### config.mk
export PLATFORM = sky130hd
export DESIGN_NAME = bank_wbuf_responder
export DESIGN_NICKNAME = d
export VERILOG_FILES = /design/src/rtl/bank_wbuf_responder.sv
export SDC_FILE = /design/constraint.sdc
export NUM_CORES = 2
export LEC_CHECK = 0
export BUFFER_PORTS_ARGS = -buffer_cell sky130_fd_sc_hd__buf_4
export CORE_UTILIZATION = 56
export CTS_CLUSTER_DIAMETER = 40
export DETAILED_ROUTE_END_ITERATION = 8
export PLACE_DENSITY_LB_ADDON = 0.15
export SETUP_SLACK_MARGIN = 0.4
export SYNTH_ARGS = -nofsm -noshare
export SYNTH_HDL_FRONTEND = slang
export SYNTH_SLANG_ARGS = --single-unit
### constraint.sdc
create_clock -name clk_i -period 11.85 [get_ports clk_i]
set_input_delay 2.37 -clock clk_i [delete_from_list [all_inputs] [get_ports clk_i]]
set_output_delay 2.37 -clock clk_i [all_outputs]
set_load 0.02 [all_outputs]
### src/rtl/bank_wbuf_responder.sv
// -----------------------------------------------------------------------------
// bank_wbuf_responder
//
// Bank-side write buffer, responder end of the rc_wbuf req/rtn interface.
// The crossbar fills slots addressed by {channel_id, wbuffer_id}; the bank
// SRAM controller later reads a slot, which returns that slot's data one
// cycle after the request is accepted and frees the slot at the same time.
//
// Ports
//   clk_i                     clock
//   rst_i                     asynchronous active-high reset
//   xbar_wbuf_valid_i         fill request valid
//   xbar_wbuf_ready_o         fill accepted (target slot is free)
//   xbar_wbuf_channel_id_i    fill channel
//   xbar_wbuf_wbuffer_id_i    fill slot id (only low log2(ENTRY_NUM) bits used)
//   xbar_wbuf_data_i          fill data
//   rc_wbuf_req_valid_i       read request valid
//   rc_wbuf_req_ready_o       read request accepted
//   rc_wbuf_req_channel_id_i  read channel
//   rc_wbuf_req_wbuffer_id_i  read slot id (only low log2(ENTRY_NUM) bits used)
//   rc_wbuf_rtn_valid_o       return data valid
//   rc_wbuf_rtn_ready_i       return data consumed
//   rc_wbuf_rtn_data_o        return data
//   wbuf_valid_cnt_o          number of occupied slots
// -----------------------------------------------------------------------------
module bank_wbuf_responder #(
   parameter  int CH_NUM    = 4,
   parameter  int ENTRY_NUM = 4,
   parameter  int DW        = 128,
   localparam int CHW       = $clog2(CH_NUM),
   localparam int DEPTH     = CH_NUM * ENTRY_NUM,
   localparam int CW        = $clog2(DEPTH + 1)
) (
   input  logic          clk_i,
   input  logic          rst_i,

   input  logic          xbar_wbuf_valid_i,
   output logic          xbar_wbuf_ready_o,
   input  logic [CHW-1:0] xbar_wbuf_channel_id_i,
   input  logic [7:0]    xbar_wbuf_wbuffer_id_i,
   input  logic [DW-1:0] xbar_wbuf_data_i,

   input  logic          rc_wbuf_req_valid_i,
   output logic          rc_wbuf_req_ready_o,
   input  logic [CHW-1:0] rc_wbuf_req_channel_id_i,
   input  logic [7:0]    rc_wbuf_req_wbuffer_id_i,

   output logic          rc_wbuf_rtn_valid_o,
   input  logic          rc_wbuf_rtn_ready_i,
   output logic [DW-1:0] rc_wbuf_rtn_data_o,

   output logic [CW-1:0] wbuf_valid_cnt_o
);

   localparam int EW = $clog2(ENTRY_NUM);
   localparam int AW = CHW + EW;

   logic [DEPTH-1:0] valid_q;
   logic [DW-1:0]    mem [DEPTH];
   logic             rtn_valid_q;
   logic [DW-1:0]    rtn_data_q;
   logic [CW-1:0]    cnt_q;

   logic [AW-1:0]    fill_addr;
   logic [AW-1:0]    req_addr;
   logic             fill_fire;
   logic             req_fire;

   // Upper wbuffer_id bits carry no meaning for this buffer size.
   logic             unused_id_bits;
   assign unused_id_bits = ^{xbar_wbuf_wbuffer_id_i[7:EW], rc_wbuf_req_wbuffer_id_i[7:EW]};

   assign fill_addr = {xbar_wbuf_channel_id_i,   xbar_wbuf_wbuffer_id_i[EW-1:0]};
   assign req_addr  = {rc_wbuf_req_channel_id_i, rc_wbuf_req_wbuffer_id_i[EW-1:0]};

   // Both readies look only at registered slot state, so a fill can never be
   // read in the same cycle and a same-slot fill waits until the read frees it.
   assign xbar_wbuf_ready_o   = ~valid_q[fill_addr];
   assign rc_wbuf_req_ready_o = valid_q[req_addr] & (~rtn_valid_q | rc_wbuf_rtn_ready_i);

   assign fill_fire = xbar_wbuf_valid_i   & xbar_wbuf_ready_o;
   assign req_fire  = rc_wbuf_req_valid_i & rc_wbuf_req_ready_o;

   // NOTE: sequential state uses non-blocking assignments only, so every
   // right-hand side reads the pre-edge value regardless of statement order.
   always_ff @(posedge clk_i or posedge rst_i) begin
      if (rst_i) begin
         valid_q     <= '0;
         rtn_valid_q <= 1'b0;
         rtn_data_q  <= '0;
         cnt_q       <= '0;
      end else begin
         // fill and req never target the same slot in one cycle: fill needs
         // the slot empty, req needs it occupied.
         if (fill_fire) valid_q[fill_addr] <= 1'b1;
         if (req_fire)  valid_q[req_addr]  <= 1'b0;

         // The output register reloads on every accepted request; a consumed
         // return with no new request just drops valid and keeps the data.
         if (req_fire) begin
            rtn_valid_q <= 1'b1;
            rtn_data_q  <= mem[req_addr];
         end else if (rc_wbuf_rtn_ready_i) begin
            rtn_valid_q <= 1'b0;
         end

         unique case ({fill_fire, req_fire})
            2'b10:   cnt_q <= cnt_q + CW'(1);
            2'b01:   cnt_q <= cnt_q - CW'(1);
            default: cnt_q <= cnt_q;
         endcase
      end
   end

   // NOTE: the data array is deliberately left out of reset; the per-slot
   // valid bit alone decides whether its contents are meaningful.
   always_ff @(posedge clk_i) begin
      if (fill_fire) mem[fill_addr] <= xbar_wbuf_data_i;
   end

   assign rc_wbuf_rtn_valid_o = rtn_valid_q;
   assign rc_wbuf_rtn_data_o  = rtn_data_q;
   assign wbuf_valid_cnt_o    = cnt_q;

endmodule

# Word level (Yosys, flattened, before mapping)
# Memory sizes are Yosys's and may differ from the RTL's. A register that Yosys moved wholly into a read port is not among the register bits.
# Cells that the tools add are included.
dict set report classes {
  magnitude_cmp 4
  add_sub_neg 2
  n_reduce_logical 4
  n_eq_ne 2
  n_mux 15
  bitwise 9
}
# operator count
set op_table {}
lappend op_table {{$mux W16} 2}
lappend op_table {{$and A16 B16 Y16} 1}
lappend op_table {{$not A16 Y16} 1}
lappend op_table {{$or A16 B16 Y16} 1}
lappend op_table {{$lt A4 B5 Y1 const B} 2}
lappend op_table {{$pmux W5 S2} 1}
lappend op_table {{$bmux W1 S4} 2}
lappend op_table {{$demux W1 S4} 2}
lappend op_table {{$ge A4 B1 Y1 const B} 2}
lappend op_table {{$mux W1} 8}
lappend op_table {{$add A5 B1 Y5 const B} 1}
lappend op_table {{$sub A5 B1 Y5 const B} 1}
lappend op_table {{$reduce_bool A2 Y1} 2}
lappend op_table {{$and A1 B1 Y1} 3}
lappend op_table {{$eq A2 B1 Y1 const B} 1}
lappend op_table {{$eq A2 B2 Y1 const B} 1}
lappend op_table {{$logic_and A1 B1 Y1} 2}
lappend op_table {{$not A1 Y1} 2}
lappend op_table {{$or A1 B1 Y1} 1}
dict set report word_totals {
  output_inout_bits 136
  mem_count 1
  ramBits 2048
  reg_bits 22
}
# memory depth word_bits rd rd_clocked_by_memory_dff write_ports line_no
set memory_table {}
lappend memory_table {mem 16 128 1 1 1 59} ;# logic [DW-1:0] mem [DEPTH];

# Longest topological paths before layout
dict set report depth {
  ltp_word 8
  depth_mapped 18
}

# Worst setup path after synthesis
# OpenSTA, ideal clock, no wires.
dict set report synth_path {
  path_type {input to register}
  start {input port xbar_wbuf_wbuffer_id_i[1]}
  end {memory mem[4][0], enable pin}
  setup_slack_ps -945
  cell_stages 4
  t_arrival_ps 12021
  path_cell_list {clkbuf_1 > mux4_2 > nand4bb_1 > nor3_1}
}
dict set report synth_between {
  elab_chain_cells 6
}
# element line_no
set synth_lines {}
lappend synth_lines {{start: declaration} 40} ;# input logic [7:0] xbar_wbuf_wbuffer_id_i,
lappend synth_lines {{$bmux W1 S4} 78} ;# assign xbar_wbuf_ready_o = ~valid_q[fill_addr];
lappend synth_lines {{$mux W1 (not written as such)} 78}
lappend synth_lines {{$not A1 Y1} 78}
lappend synth_lines {{$and A1 B1 Y1} 81} ;# assign fill_fire = xbar_wbuf_valid_i & xbar_wbuf_ready_o;
lappend synth_lines {{$mux W1} 118} ;# if (fill_fire) mem[fill_addr] <= xbar_wbuf_data_i;
lappend synth_lines {{$mux W1 (not written as such)} 118}
lappend synth_lines {{end: declaration} 59}
# Parallel ways exist; a longest one is shown, timed or not. The select of a mux whose other input is x is not followed.

# Final worst setup path
dict set report layout_path {
  start {input port rc_wbuf_req_wbuffer_id_i[0]}
  end {output port rc_wbuf_req_ready_o}
}
dict set report layout_between {
  elab_chain_cells 3
}
# element line_no
set layout_lines {}
lappend layout_lines {{start: declaration} 46} ;# input logic [7:0] rc_wbuf_req_wbuffer_id_i,
lappend layout_lines {{$bmux W1 S4} 79} ;# assign rc_wbuf_req_ready_o = valid_q[req_addr] & (~rtn_valid_q | rc_wbuf_rtn_ready_i);
lappend layout_lines {{$mux W1 (not written as such)} 79}
lappend layout_lines {{$and A1 B1 Y1} 79}
lappend layout_lines {{end: declaration} 44} ;# output logic rc_wbuf_req_ready_o,
# No other way between the ends. The select of a mux whose other input is x is not followed.

==> run_results.csv <==
group,metric,value,unit
run_status,status,"finished clean",
synth,syn_nets,3693,
setup_path,slowest_delay,0.80,ns
synth,synth_seq_cells,2198,
setup_path,crit_end,"rc_wbuf_req_ready_o",
global_route,grt_antenna_before_repair,20,
clocking,postCtsSetupBuffers,0,
sta,max_slew.worst_pin.slew,1.27,ns
cells_and_area,regArea,65300,µm²
setup_path,crit_chain,"buf_8 -> buf_4 -> nor2_1 -> a22oi_1 -> nand3_1 -> o21ai_0 -> and2_1 -> buf_4",
clocking,root_buffer,"clkbuf_16",
clocking,h-tree-depth,5,
clocking,numCtsBuffers,285,
sta,relSlewSlack,15.1,%
setup_path,worstSetupStartpointType,"primary input",
clocking,clk_latency,0.91,ns
routing,first_iter_violations,3389,
pwr,leakage,0.0320,µW
clocking,path_clk_slew,0.06,ns
setup_path,critPathTopFamily,"buffers and inverters",
flow_run,max-cap-violations,0,
global_route,grt_pass1_vias,40600,
cells_and_area,fin_nets,4137,
floorplan,fp.dieW,387,µm
sta,final.setup_skew,0.0614,ns
floorplan,initial_core_util,56.7,%
synth,synthDistinctLibCells,44,
floorplan,coreArea,146000,µm²
sta,rsz0062_at_grt,"false",
cells_and_area,multiInputGateArea,16800,µm²
setup_path,r2r-start,"valid_q[11]",
cells_and_area,synthToLayoutAreaGrowth,15.9,%
floorplan,std_cell_rows,140,
synth,synthArstFlopShare,6.82,%
setup_path,worst-path-buf-inv,3,
synth,synth_cells,3537,
routing,avgRoutedWirePerCell,30.4,µm
setup_path,critical_path_class,"primary input to output port",
routing,ant_nets,0,
sta,drv_slew,0,
routing,vias,38800,
sta,fin_crit,7.40,ns
clocking,postCtsHoldBufs,0,
place,gp_congestion,0.711,
setup_path,critPathArrivalTime,5.03,ns
clocking,cts_resized,0,
floorplan,io_pins,289,
synth,yosys_warnings,0,
routing,post-route-drc-count,0,
place,place_hpwl,87900,µm
place,placement.io_buffers,276,
setup_path,cpMostUsedCell,"buf_4",
worst_hold_path,min_path_type,"register to register",
sta,min_period_over_period,62.5,%
setup_path,regToRegEndpoint,"mem[8][93]",
synth,ys_seq_area_share,78.7,%
global_route,grt_start_max_net_pins,145,
setup_path,r2r_cells,5,
floorplan,die_h,387,µm
pwr,peakVddDrop,0.168,mV
sta,final_hold_viol_count,0,
synth,syn-cell-area,83000,µm²
clocking,cts.sink_count,2198,
routing,routed_via_density,6.35,
setup_path,end_kind,"output port",
setup_path,crit_fanout,66,
sta,fmax,0.135,GHz
place,place_inst,5611,
routing,totalWireLength,186000,µm
cells_and_area,drive_above_1_share,34.3,%
routing,firstDrtPassIters,6,
synth,synth_top_area_cell,"edfxtp_1",
global_route,grt_overflow,0,
synth,yosysMostFrequentCell,"edfxtp_1",
global_route,grt_pass1_wl,274000,µm
synth,ys_top_cells_by_count,"edfxtp_1, mux4_2, a22oi_1, dfrtp_1, nand2_1",
sta,tns,0,ns
setup_path,r2r_slack,7.57,ns
setup_path,cp_slowest_cell,"buf_4",
synth,yosys-top-cells-area,"edfxtp_1, mux4_2, dfrtp_1, a22oi_1, mux2_4",
synth,synth-main-ff-cell,"edfxtp_1",
synth,synth_edf_count,2048,
sta,finalSetupViolations,0,
floorplan,fp.dieArea,150000,µm²
synth,yosysTopAreaCellShare,74.1,%
clocking,cts_tree,"yes",
setup_path,required,9.48,ns
clocking,clockBufferDepth,4,
pwr,power.density,197,nW/µm²
setup_path,crit_cells,8,
cells_and_area,stdcell_count,6107,
global_route,grt_usage,25.3,%
cells_and_area,fillers,9293,
setup_path,critPathLaunch,"rc_wbuf_req_wbuffer_id_i[0]",
synth,syn_avg_cell_area,23.5,µm²
## registers in the layout (all words and copies together) (netlist names)
| register | cells |
|---|---|
| valid_q | 16 |
| mem | 2048 |
| rc_wbuf_rtn_data_o | 128 |
| wbuf_valid_cnt_o | 5 |
| rc_wbuf_rtn_valid_o | 1 |
## where the power goes
group	total (µW)	switching, µW	internal (µW)
sequential	9040	210	8830
clock	8100	3160	4940
combinational	1820	980	842
## placed cells by master, fill, tap and decap left out, types with 7 or more instances in the layout
master,Yosys,final
clkinv_2,0,29
bufinv_16,0,19
buf_4,4,336
mux4_2,517,517
clkinvlp_4,0,25
inv_6,0,24
clkinv_1,0,28
diode_2,0,7
a22oi_1,257,257
clkinv_4,0,16
clkbuf_1,73,45
clkbuf_8,0,9
a21oi_1,12,12
nand2_1,136,136
dfrtp_1,150,150
edfxtp_1,2048,2048
clkbuf_16,0,287
nor2_4,0,13
nand2b_1,7,7
buf_12,0,9
mux2i_1,8,8
mux2_2,31,31
nor2_1,24,11
mux2_4,98,98
## worst min path at each step
| stage | startpoint | to | slack, ns | cells past startpoint |
|---|---|---|---|---|
| finish | wbuf_valid_cnt_o[4] | wbuf_valid_cnt_o[4] | 0.48 | 1 |
| global route | wbuf_valid_cnt_o[4] | wbuf_valid_cnt_o[4] | 0.49 | 1 |
| CTS | wbuf_valid_cnt_o[4] | wbuf_valid_cnt_o[4] | 0.48 | 1 |
| detailed placement | wbuf_valid_cnt_o[4] | wbuf_valid_cnt_o[4] | 0.47 | 1 |
| global placement | wbuf_valid_cnt_o[4] | wbuf_valid_cnt_o[4] | 0.46 | 1 |
| floorplan | valid_q[10] | valid_q[10] | 0.48 | 1 |
## per-stage QoR
stage          hold WS, ns  utilization [%]  cell area, µm²  total power (µW)  worst slack [ns]
2_1_floorplan        0.477                -           83000             10300              2.33
3_3_place_gp         0.460             59.6           87200             11000              4.40
3_5_place_dp         0.473             59.6           87200             11000              4.43
4_1_cts              0.483             65.7           96100             19100              4.41
5_1_grt              0.494             65.7           96100             19500              4.14
6_report             0.482             65.7           96100             19000              4.45
## routing by layer
metal  global-route usage (%)  vias up  wire, µm
li1                         -    16000         -
met1                     35.6    20900     75500
met5                        0        -       214
met4                     7.85       34      4700
met3                     5.39      352     14300
met2                     40.2     1480     91100
## cell families after synthesis
kind of cell / share of synthesized area, %
AOI/OAI and AO/OA: 2.55
xor gates and xnor gates: 0.0634
adders and majority gates: 0.0453
buffers and inverters: 1.32
DFF: 78.7
muxes: 16.3
and+or+nand+nor: 1.05
## final cells by class
type / instances / area share, %
Sequential cell: 2198 / 67.9
Antenna cell: 7 / 0.0182
Clock buffer: 341 / 7.78
Multi-Input combinational cell: 1144 / 17.4
Inverter: 5 / 0.0273
Timing Repair Buffer: 347 / 2.84
Clock inverter: 148 / 1.51
Tap cell: 1917 / 2.50
Power figures use the tool's default switching activity.
